`src/rtl/led_pkg.sv`:
```
// Shared definitions for the status LED arbiter: mode encodings and FSM states.
package led_pkg;

  // Per-source LED pattern request encoding.
  localparam logic [1:0] LED_OFF  = 2'd0;
  localparam logic [1:0] LED_ON   = 2'd1;
  localparam logic [1:0] LED_SLOW = 2'd2;
  localparam logic [1:0] LED_FAST = 2'd3;

  // Arbiter ownership states.
  typedef enum logic [1:0] {
    ST_IDLE = 2'd0,
    ST_HOLD = 2'd1,
    ST_OWN  = 2'd2
  } state_t;

endpackage

```
`src/rtl/led_tick_gen.sv`:
```
// Base tick prescaler plus the free-running slow and fast blink phase dividers.
// The phases are never reset on owner changes, only by rst.
module led_tick_gen #(
  parameter int TICK_DIV   = 50_000,
  parameter int SLOW_TICKS = 250,
  parameter int FAST_TICKS = 62
) (
  input  logic clk,
  input  logic rst,
  output logic tick,
  output logic slow_ph,
  output logic fast_ph
);

  localparam int TW = $clog2(TICK_DIV);
  localparam int SW = (SLOW_TICKS > 1) ? $clog2(SLOW_TICKS) : 1;
  localparam int FW = (FAST_TICKS > 1) ? $clog2(FAST_TICKS) : 1;

  logic [TW-1:0] div_cnt;
  logic [SW-1:0] slow_cnt;
  logic [FW-1:0] fast_cnt;

  // Tick is a single-cycle strobe at the prescaler's terminal count.
  assign tick = (div_cnt == TW'(TICK_DIV - 1));

  // Prescaler counts 0..TICK_DIV-1 and wraps.
  always_ff @(posedge clk) begin
    if (rst) begin
      div_cnt <= '0;
    end else if (tick) begin
      div_cnt <= '0;
    end else begin
      div_cnt <= div_cnt + TW'(1);
    end
  end

  // Slow phase toggles on every SLOW_TICKS-th tick.
  always_ff @(posedge clk) begin
    if (rst) begin
      slow_cnt <= '0;
      slow_ph  <= 1'b0;
    end else if (tick) begin
      if (slow_cnt == SW'(SLOW_TICKS - 1)) begin
        slow_cnt <= '0;
        slow_ph  <= ~slow_ph;
      end else begin
        slow_cnt <= slow_cnt + SW'(1);
      end
    end
  end

  // Fast phase toggles on every FAST_TICKS-th tick.
  always_ff @(posedge clk) begin
    if (rst) begin
      fast_cnt <= '0;
      fast_ph  <= 1'b0;
    end else if (tick) begin
      if (fast_cnt == FW'(FAST_TICKS - 1)) begin
        fast_cnt <= '0;
        fast_ph  <= ~fast_ph;
      end else begin
        fast_cnt <= fast_cnt + FW'(1);
      end
    end
  end

endmodule

```
`src/rtl/led_status_arb.sv`:
```
// Fixed-priority arbiter sharing one status LED between NUM_REQ sources.
// A new owner is guaranteed HOLD_TICKS ticks before a higher source can
// preempt; the LED shows the owner's live mode pattern.
// Optional activity stretch (inverts the pattern after an act strobe) is
// enabled by defining LED_ACT_STRETCH_EN.
module led_status_arb
  import led_pkg::*;
#(
  parameter int NUM_REQ     = 4,
  parameter int TICK_DIV    = 50_000,
  parameter int SLOW_TICKS  = 250,
  parameter int FAST_TICKS  = 62,
  parameter int HOLD_TICKS  = 100,
  parameter int PULSE_TICKS = 50
) (
  input  logic                   clk,
  input  logic                   rst,
  input  logic [NUM_REQ-1:0]     req,
  input  logic [2*NUM_REQ-1:0]   mode,
  input  logic                   act,
  output logic                   led,
  output logic [NUM_REQ-1:0]     grant,
  output logic                   busy
);

  localparam int HW = (HOLD_TICKS > 1) ? $clog2(HOLD_TICKS) : 1;

  state_t            state;
  logic [HW-1:0]     hold_cnt;
  logic              tick;
  logic              slow_ph;
  logic              fast_ph;
  logic [NUM_REQ-1:0] req_low;
  logic [NUM_REQ-1:0] higher;
  logic [NUM_REQ-1:0] higher_low;
  logic              owner_req;
  logic [1:0]        owner_mode;
  logic              pattern;
  logic              stretch;

  led_tick_gen #(
    .TICK_DIV   (TICK_DIV),
    .SLOW_TICKS (SLOW_TICKS),
    .FAST_TICKS (FAST_TICKS)
  ) u_tick_gen (
    .clk     (clk),
    .rst     (rst),
    .tick    (tick),
    .slow_ph (slow_ph),
    .fast_ph (fast_ph)
  );

  // Lowest set bit isolates the highest-priority requester; grant-1 masks
  // every source strictly above the one-hot owner.
  assign req_low    = req & (~req + NUM_REQ'(1));
  assign higher     = req & (grant - NUM_REQ'(1));
  assign higher_low = higher & (~higher + NUM_REQ'(1));
  assign owner_req  = |(req & grant);

  // Select the current owner's live mode; zero when idle.
  always_comb begin
    owner_mode = LED_OFF;
    for (int i = 0; i < NUM_REQ; i++) begin
      if (grant[i]) owner_mode = mode[2*i +: 2];
    end
  end

  // Translate the owner's mode into the raw pattern bit.
  always_comb begin
    pattern = 1'b0;
    case (owner_mode)
      LED_OFF:  pattern = 1'b0;
      LED_ON:   pattern = 1'b1;
      LED_SLOW: pattern = slow_ph;
      LED_FAST: pattern = fast_ph;
      default:  pattern = 1'b0;
    endcase
  end

  // Ownership FSM: release beats preemption, preemption beats the hold tick.
  always_ff @(posedge clk) begin
    if (rst) begin
      state    <= ST_IDLE;
      grant    <= '0;
      busy     <= 1'b0;
      hold_cnt <= '0;
    end else begin
      case (state)
        ST_IDLE: begin
          if (|req) begin
            grant    <= req_low;
            hold_cnt <= '0;
            busy     <= 1'b1;
            state    <= ST_HOLD;
          end
        end
        ST_HOLD: begin
          if (!owner_req) begin
            grant <= '0;
            busy  <= 1'b0;
            state <= ST_IDLE;
          end else if (tick) begin
            if (hold_cnt == HW'(HOLD_TICKS - 1)) begin
              state <= ST_OWN;
            end else begin
              hold_cnt <= hold_cnt + HW'(1);
            end
          end
        end
        ST_OWN: begin
          if (!owner_req) begin
            grant <= '0;
            busy  <= 1'b0;
            state <= ST_IDLE;
          end else if (|higher) begin
            grant    <= higher_low;
            hold_cnt <= '0;
            state    <= ST_HOLD;
          end
        end
        default: begin
          grant    <= '0;
          busy     <= 1'b0;
          hold_cnt <= '0;
          state    <= ST_IDLE;
        end
      endcase
    end
  end

`ifdef LED_ACT_STRETCH_EN
  localparam int PW = $clog2(PULSE_TICKS + 1);
  logic [PW-1:0] pulse_cnt;

  // Activity stretcher: act (ignored while idle) reloads, ticks drain it.
  always_ff @(posedge clk) begin
    if (rst) begin
      pulse_cnt <= '0;
    end else if (act && (state != ST_IDLE)) begin
      pulse_cnt <= PW'(PULSE_TICKS);
    end else if (tick && (pulse_cnt != '0)) begin
      pulse_cnt <= pulse_cnt - PW'(1);
    end
  end

  assign stretch = (pulse_cnt != '0);
`else
  localparam int unused_pulse_ticks = PULSE_TICKS;
  logic unused_act;
  assign unused_act = act;
  assign stretch    = 1'b0;
`endif

  // Registered LED drive; dark whenever nobody owns it.
  always_ff @(posedge clk) begin
    if (rst) begin
      led <= 1'b0;
    end else begin
      led <= (state != ST_IDLE) & (pattern ^ stretch);
    end
  end

endmodule
```
`config.mk`:
```
export PLATFORM = sky130hd
export DESIGN_NAME = led_status_arb
export DESIGN_NICKNAME = d
export VERILOG_FILES = /design/src/rtl/led_pkg.sv /design/src/rtl/led_tick_gen.sv /design/src/rtl/led_status_arb.sv
export SDC_FILE = /design/constraint.sdc
export NUM_CORES = 1
export LEC_CHECK = 0
export ABC_AREA = 1
export CAP_MARGIN = 20
export CORE_ASPECT_RATIO = 1.2
export CORE_MARGIN = 1.5
export CORE_UTILIZATION = 60
export CTS_BUF_LIST = sky130_fd_sc_hd__clkbuf_4
export DETAILED_ROUTE_END_ITERATION = 12
export PLACE_DENSITY = 0.87
export RECOVER_POWER = 50
export SETUP_SLACK_MARGIN = 0.3
export SLEW_MARGIN = 20
export SYNTH_ARGS = -nofsm -noshare
export SYNTH_HDL_FRONTEND = slang
export SYNTH_HIERARCHICAL = 1
export SYNTH_SLANG_ARGS = --single-unit
```
`constraint.sdc`:
```
create_clock -name clk -period 2 [get_ports clk]
set_clock_uncertainty 0.05 [all_clocks]
set_input_delay 0.4 -clock clk [delete_from_list [all_inputs] [get_ports clk]]
set_output_delay 0.4 -clock clk [all_outputs]
set_load 0.02 [all_outputs]
```
==> impl_metrics.yaml, run 1 <==
power:
  p_seq_frac: 0.472
  swShare: 0.342
  power.internal_mw: 1.42
  finalPower_mw: 2.16
  p_leak_nw: 1.48
  p_clk_frac: 0.212
  cellPowerDensity_nw_per_um2: 583
  ir_drop_mv: 0.386
  p_comb_frac: 0.317
  p_sw_uw: 737
yosys:
  synth_top_cell_area_share: 0.308
  ys_seq_area_frac: 0.308
  synthMuxAreaShare: 0
  async_flop_share: 0
  ys_warn_count: 6
  syn_inst: 464
  synth_area_leader_cell: "dfxtp_1"
  synth_xor_area_frac: 0.0372
  ys_types: 36
  synth_nets: 490
  synth_top_family_by_area: "simple AND/OR/NAND/NOR gates"
  synth.avg_cell_area_um2: 6.59
  synth_area_um2: 3060
  synth_common_cells: "nand2_1 (116), nor2_1 (69), inv_1 (51)"
  ys_seq_elements: 47
  synth.most_common_cell: "nand2_1"
  synth_flop_cell: "dfxtp_1"
  synth_compound_area_frac: 0.102
  yosys-top-cells-area: "dfxtp_1 (31%), nand2_1 (14%), nor2_1 (8.5%), nand3_1 (6.7%), inv_1 (6.3%)"
  synthSimpleGateAreaFrac: 0.427
  synthAdderAreaFrac: 0.0450
  synth_edf_count: 0
setup_path:
  arrival_ns: 2.02
  crit_chain: "inv_4 > ha_4 > inv_4 > nand2_4 > nand2_4 > nor2_4 > nand2_2 > nand2_2 > nand2_4 > buf_4 > nand3_1 > a21oi_1"
  cp_common_cell: "nand2_4"
  required_ns: 2.21
  path_max_fanout: 8
  cp_slowest_cell: "dfxtp_1"
  endpoint_kind: "flip-flop"
  critPathKind: "flip-flop to flip-flop"
  cp-start-kind: "flip-flop"
  slowest_delay_ns: 0.43
sta:
  tightest_slew_ns: 0.448
  setup_slack_ns: 0.192
  rsz0062_at_grt: "true"
  finalHoldViolCount: 0
  slew_viol_final: 0
  finalCriticalPeriod_ns: 1.81
  setup_viol: 0
  max_slew_margin: 0.699
  setup-tns-final_ns: 0
  fmax_mhz: 553
  fin_crit_sh: 0.904
global_route:
  overflow: 0
  grt_pass1_wl_um: 11300
  grt_max_degree: 20
  grt_pass1_vias: 2828
  antenna_found_initial: 0
  track_usage: 0.261
final_layout:
  multi_input_area_um2: 1980
  seq_area_um2: 960
  antennaDiodeCount: 0
  drive_gt1_frac: 0.210
  fin_cells: 574
  area_delta_synth_final_pct: 21.0
  fill_cells: 366
  fin_util: 0.754
  final_nets: 539
clocking:
  cts_hold_buffers: 0
  clock_latency_ns: 0.36
  cts_max_path_buffers: 2
  cts_buffers: 5
  clkSinkCount: 47
  cts_tree: "built"
  cts_max_level: 2
  clockRootBuffer: "clkbuf_4"
  clkTransAtPathRegs_ns: 0.13
die:
  core-area_um2: 4900
  dieHeight_um: 81.2
  start_util: 0.623
  dieArea_um2: 5530
  rows: 28
  fp.dieW_um: 68.2
  ios: 21
route:
  avgRoutedWirePerCell_um: 12.7
  drtIter0Drc: 135
  first_pass_iters: 4
  wl_um: 7270
  vias: 3046
  postRouteAntennaNets: 0
  vias_per_cell: 5.31
  drc_errors: 0
placed_design:
  dpl.cell_count: 553
  pre_cts_ws_ns: -0.0638
  gp_congestion: 0.890
  portBuffers: 19
  hpwl_um: 5020
worst_hold_path:
  min_path_type: "flip-flop to flip-flop"
status:
  status: "completed"
job:
  drv_cap: 0
==> what timing repair did <==
action,in CTS,in global routing
hold endpoints to repair,0,0
setup endpoints to repair,19,15
gates resized for setup,21,43
pin swaps,10,14
setup buffers,6,7
==> sequential cells by signal, summed over array words and instances, names as in the netlist, 2 cells and up <==
| signal | cells |
|---|---|
| grant | 4 |
| hold_cnt | 7 |
| state | 2 |
| u_tick_gen/div_cnt | 16 |
| u_tick_gen/fast_cnt | 6 |
| u_tick_gen/slow_cnt | 8 |
==> final timing paths <==
| kind | start | to | slack, ns | cells past startpoint |
|---|---|---|---|---|
| worst max-delay path | grant[1] | hold_cnt[4] | 0.19 | 12 |
| worst min-delay path | u_tick_gen/slow_cnt[5] | u_tick_gen/slow_cnt[5] | 0.44 | 2 |
| worst max register to register | grant[1] | hold_cnt[4] | 0.19 | 12 |
| worst min register to register | u_tick_gen/slow_cnt[5] | u_tick_gen/slow_cnt[5] | 0.44 | 2 |
==> per-stage QoR <==
step | instance area [µm²] | hold WS [ns]
3_3_place_gp | 3420 | 0.380
6_report | 3700 | 0.440
2_1_floorplan | 3080 | 0.369
5_1_grt | 3700 | 0.467
4_1_cts | 3560 | 0.440
3_5_place_dp | 3420 | 0.396
==> power by group through the flow <==
stage               Sequential, mW  Clock, mW  Combinational [mW]
detailed placement            1.04          0               0.535
floorplan                     1.05          0               0.362
global route                  1.02      0.507               0.747
CTS                           1.02      0.476               0.566
global placement              1.04          0               0.518
finish                        1.02      0.457               0.683
==> layout make-up <==
type,instances,area share
Clock inverter,1,0.00135
Tap cell,60,0.0203
Multi-Input combinational cell,355,0.535
Clock buffer,7,0.0142
Inverter,58,0.0619
Sequential cell,47,0.260
Timing Repair Buffer,46,0.107
==> cell usage in the layout, fill, tap and decap left out, types with 10 or more instances in the layout <==
cell             count
nand3_1             36
o21ai_0             12
a21oi_1             35
clkdlybuf4s50_1     10
nand2_2             12
nand2_1            110
ha_1                10
inv_1               44
nor2_1              66
buf_4               25
dfxtp_1             36
==> layer usage <==
metal | vias to the layer above | global-route usage | part of all wire
met5 | - | 0 | 0
met2 | 56 | 0.493 | 0.53
li1 | 1591 | - | -
met4 | 0 | 0.120 | 0.019
met3 | 17 | 0.0402 | 0.031
met1 | 1382 | 0.274 | 0.42
==> cells by family after synthesis <==
kind of cell / Yosys count
buf+inv: 62
fa+ha+maj: 11
simple gates: 273
flops: 47
xor+xnor: 13
compound gates: 58
==> worst max-delay path, delay by kind of cell (launching register included) <==
family / cells / cell delay [ns]
buf+inv: 3 / 0.25
simple gates: 7 / 0.65
flops: 1 / 0.43
fa+ha+maj: 1 / 0.28
compound gates: 1 / 0.06
Power figures use the tool's default switching activity.
==> run 2: changes to the inputs <==
Settings changed: CTS_CLUSTER_SIZE set to 14, GPL_TIMING_DRIVEN set to 0.
==> impl_metrics.yaml, run 2 (synthesis results as in run 1) <==
global_route:
  track_usage: 0.272
  grt_pass1_vias: 2765
  overflow: 0
  antenna_found_initial: 0
  grt_pass1_wl_um: 11700
  grt_max_degree: 15
clocking:
  clock_latency_ns: 0.37
  cts_max_path_buffers: 2
  cts_buffers: 5
  clockRootBuffer: "clkbuf_4"
  cts_hold_buffers: 0
  clkTransAtPathRegs_ns: 0.14
  cts_max_level: 2
  cts_tree: "built"
  clkSinkCount: 47
power:
  p_comb_frac: 0.318
  p_clk_frac: 0.207
  finalPower_mw: 2.12
  ir_drop_mv: 0.458
  swShare: 0.350
  p_seq_frac: 0.474
  p_leak_nw: 1.48
  power.internal_mw: 1.38
  cellPowerDensity_nw_per_um2: 570
  p_sw_uw: 742
setup_path:
  r2r-start: "grant[0]"
  reg2regPathDepth: 12
  crit_buf_inv: 2
  cp_slowest_cell: "dfxtp_1"
  cp-start-kind: "flip-flop"
  crit_chain: "inv_4 > ha_4 > inv_2 > nand2_2 > nand2_2 > nor2_4 > nand2_1 > nand2_2 > nand2_4 > nand2_8 > nand2_2 > a21oi_1"
  required_ns: 2.26
  path_max_fanout: 8
  critPathKind: "flip-flop to flip-flop"
  cp_common_cell: "nand2_2"
  timing.rr.end: "hold_cnt[6]"
  slowest_delay_ns: 0.46
  arrival_ns: 2.10
  r2r_slack_ns: 0.16
  cpLargestDelayFamily: "simple AND/OR/NAND/NOR gates"
  endpoint_kind: "flip-flop"
sta:
  fin_hold_ws_ns: 0.431
  tightest_slew_ns: 0.482
  setup_slack_ns: 0.155
  setup_viol: 0
  rsz0062_at_grt: "true"
  finalHoldViolCount: 0
  fmax_mhz: 542
  setup-tns-final_ns: 0
  finalCriticalPeriod_ns: 1.84
  fin_crit_sh: 0.922
  slew_viol_final: 0
  max_slew_margin: 0.678
die:
  start_util: 0.623
  rows: 28
  ios: 21
  dieArea_um2: 5530
  dieHeight_um: 81.2
  core-area_um2: 4900
  fp.dieW_um: 68.2
route:
  wl_um: 7700
  postRouteAntennaNets: 0
  drc_errors: 0
  first_pass_iters: 6
  vias_per_cell: 5.50
  avgRoutedWirePerCell_um: 13.4
  vias: 3155
  drtIter0Drc: 147
placed_design:
  hpwl_um: 5060
  gp_congestion: 0.905
  dpl.cell_count: 543
  pre_cts_ws_ns: -0.100
  portBuffers: 19
job:
  drv_cap: 0
final_layout:
  fin_cells: 574
  reg.largest.list: "u_tick_gen/div_cnt (16), u_tick_gen/slow_cnt (8), hold_cnt (7)"
  layout_common_cells: "nand2_1 (109), nor2_1 (67), inv_1 (40)"
  fill_cells: 365
  final_nets: 539
  final_common_cell: "nand2_1"
  largest-register: "u_tick_gen/div_cnt"
  multi_input_area_um2: 2000
  area_delta_synth_final_pct: 21.8
  seq_area_um2: 968
  antennaDiodeCount: 0
  largest_register_ffs: 16
  drive_gt1_frac: 0.224
worst_hold_path:
  min_path_type: "flip-flop to flip-flop"
  hold_depth: 2
  holdCritStartpoint: "u_tick_gen/slow_cnt[5]"
  whs_endpoint: "u_tick_gen/slow_cnt[5]"
status:
  status: "completed"
[run 2: cell types whose count changed in the layout (fill, tap and decap cells not counted), moves of 2 or more]
cell	change
buf_4	-5
inv_2	+5
inv_1	-4
nand2_2	+4
dfxtp_4	+3
nand2_4	-3
clkinv_2	+2
dfxtp_2	-2
ha_1	-2
[run 2: area by class of cell]
type                    instances  share of cell area
flip-flops and latches         47               0.260
clock inverters                 3             0.00403
clock buffers                   5              0.0101
inverters                      58              0.0608
plain buffers                   4             0.00806
repair buffers                 42               0.101
multi-input cells             355               0.536
well taps                      60              0.0202
[run 2: layer usage]
layer,track usage,vias up,share of wire
li1,-,1579,-
met1,0.292,1459,0.39
met2,0.508,94,0.54
met3,0.0471,23,0.040
met4,0.116,0,0.030
met5,0,-,0
[run 2: power by group through the flow]
stage,logic (mW),registers [mW],clock network [mW]
after floorplan,0.362,1.05,0
after global placement,0.506,1.03,0
after detailed placement,0.525,1.04,0
after CTS,0.553,1.01,0.448
after global routing,0.737,1.01,0.487
final,0.676,1.01,0.440
[run 2: worst max path at each step]
stage,slack [ns],cells after the start,start,end
4_1_cts,0.25,13,grant[0],hold_cnt[1]
3_5_place_dp,-0.10,9,req[0],grant[0]
2_1_floorplan,0.30,10,u_tick_gen/div_cnt[0],hold_cnt[2]
3_3_place_gp,-0.06,10,req[0],hold_cnt[3]
6_report,0.16,12,grant[0],hold_cnt[6]
5_1_grt,0.09,13,grant[0],hold_cnt[1]
[run 2: tightest hold or removal path, delay by kind of cell, from the launching register on]
family,cells,cell delay (ns)
and+or+nand+nor,2,0.10
DFF,1,0.35
[run 2: repair_timing]
item | in CTS | in global routing
setup buffers | 12 | 11
endpoints found under the setup margin | 19 | 15
gates cloned | 0 | 0
pin swaps | 8 | 27
gates resized for setup | 22 | 53
[run 2: through the flow]
step	util	instance area, µm²
2_1_floorplan	-	3080
3_3_place_gp	0.681	3340
3_5_place_dp	0.681	3340
4_1_cts	0.720	3530
5_1_grt	0.759	3720
6_report	0.759	3720
==> run 3: changes to the inputs <==
Settings changed: CORE_MARGIN 1.5 to 2.
==> impl_metrics.yaml, run 3 (synthesis results as in run 1) <==
sta:
  fmax_mhz: 556
  finalHoldViolCount: 0
  slew_viol_final: 0
  setup_viol: 0
  tightest_slew_ns: 0.583
  finalCriticalPeriod_ns: 1.80
  setup-tns-final_ns: 0
  fin_crit_sh: 0.900
  rsz0062_at_grt: "true"
  max_slew_margin: 0.612
  fin_hold_ws_ns: 0.427
setup_path:
  arrival_ns: 1.99
  cp-start-kind: "flip-flop"
  crit_buf_inv: 2
  cpLargestDelayFamily: "simple AND/OR/NAND/NOR gates"
  critPathKind: "flip-flop to flip-flop"
  cp_slowest_cell: "dfxtp_1"
  crit_chain: "ha_1 > nand3_4 > nor2_4 > inv_2 > nor2_4 > nand3_4 > a21oi_4 > buf_12 > nand2_8 > nand2_2 > a21oi_2"
  required_ns: 2.19
  path_max_fanout: 8
  endpoint_kind: "flip-flop"
  slowest_delay_ns: 0.36
power:
  swShare: 0.328
  p_seq_frac: 0.451
  p_comb_frac: 0.299
  p_sw_uw: 735
  finalPower_mw: 2.24
  ir_drop_mv: 0.398
  p_leak_nw: 1.49
  power.internal_mw: 1.50
  cellPowerDensity_nw_per_um2: 593
  p_clk_frac: 0.249
clocking:
  cts_max_level: 2
  cts_buffers: 5
  clockRootBuffer: "clkbuf_4"
  clock_latency_ns: 0.36
  cts_hold_buffers: 0
  cts_tree: "built"
  cts_max_path_buffers: 2
  clkTransAtPathRegs_ns: 0.13
  clkSinkCount: 47
route:
  wl_um: 7450
  vias: 3123
  postRouteAntennaNets: 0
  drc_errors: 0
  drtIter0Drc: 129
  avgRoutedWirePerCell_um: 13.0
  vias_per_cell: 5.43
  first_pass_iters: 5
placed_design:
  dpl.cell_count: 543
  hpwl_um: 4900
  gp_congestion: 0.918
  portBuffers: 19
final_layout:
  fill_cells: 349
  final_common_cell: "nand2_1"
  layout_common_cells: "nand2_1 (107), nor2_1 (66), inv_1 (42)"
  fin_cells: 575
  final_nets: 540
  largest-register: "u_tick_gen/div_cnt"
  reg.largest.list: "u_tick_gen/div_cnt (16), u_tick_gen/slow_cnt (8), hold_cnt (7)"
  antennaDiodeCount: 0
  drive_gt1_frac: 0.235
  area_delta_synth_final_pct: 23.3
  largest_register_ffs: 16
die:
  dieArea_um2: 5680
  rows: 28
  core-area_um2: 4900
  fp.dieW_um: 69.2
  ios: 21
  start_util: 0.623
  dieHeight_um: 82.2
global_route:
  antenna_found_initial: 0
  met1_usage: 0.261
  grt_pass1_wl_um: 11700
  met2_usage: 0.499
  grt_busiest_layer: "met2"
  use_met3: 0.0388
  grt_max_degree: 15
  track_usage: 0.250
  overflow: 0
  grt_pass1_vias: 2841
status:
  status: "completed"
job:
  drv_cap: 0
worst_hold_path:
  min_path_type: "flip-flop to flip-flop"
[run 3: what timing repair did]
action                                  in CTS  in global routing
resized for setup                           24                 54
endpoints found under the setup margin      19                 14
setup buffers                                9                 15
pin swaps                                   14                 18
[run 3: final timing paths]
path                                from                      to  slack, ns  cells past startpoint
setup / recovery   u_tick_gen/div_cnt[0]             hold_cnt[0]       0.20                     11
hold / removal    u_tick_gen/slow_cnt[5]  u_tick_gen/slow_cnt[5]       0.43                      2
setup reg to reg   u_tick_gen/div_cnt[0]             hold_cnt[0]       0.20                     11
hold reg to reg   u_tick_gen/slow_cnt[5]  u_tick_gen/slow_cnt[5]       0.43                      2
[run 3: final cells by class]
cell class | count | area (µm²) | area share
tap | 60 | 75.1 | 0.0199
clock inverter | 3 | 38.8 | 0.0103
clock buffer | 5 | 37.5 | 0.00996
inverter | 58 | 229 | 0.0607
timing repair buffer | 43 | 383 | 0.102
buffer | 4 | 20.0 | 0.00531
sequential | 47 | 973 | 0.258
multi-input combinational | 355 | 2010 | 0.534
[run 3: per-layer routing]
metal / routed length [µm] / vias to the layer above / share of wire
li1: - / 1589 / -
met1: 3020 / 1443 / 0.41
met2: 4050 / 72 / 0.54
met3: 197 / 19 / 0.026
met4: 179 / 0 / 0.024
met5: 0 / - / 0
[run 3: power groups by stage]
stage          registers [mW]  logic, mW  clock network [mW]
3_3_place_gp             1.03      0.506                   0
3_5_place_dp             1.04      0.518                   0
2_1_floorplan            1.05      0.362                   0
5_1_grt                  1.01      0.730               0.605
4_1_cts                  1.01      0.541               0.570
6_report                 1.01      0.670               0.557
[run 3: worst reg2reg max path: stages, from the launching register on]
cell	delay (ns)
dfxtp_1	0.36
ha_1	0.21
nand3_4	0.10
nor2_4	0.11
inv_2	0.06
nor2_4	0.16
nand3_4	0.10
a21oi_4	0.17
buf_12	0.15
nand2_8	0.08
nand2_2	0.08
a21oi_2	0.04
[run 3: per-stage QoR]
stage | area (µm²) | utilization | worst slack, ns
after global routing | 3770 | 0.769 | 0.115
after CTS | 3540 | 0.721 | 0.221
after global placement | 3340 | 0.681 | -0.0587
after detailed placement | 3340 | 0.681 | -0.0904
final | 3770 | 0.769 | 0.200
after floorplan | 3080 | - | 0.301
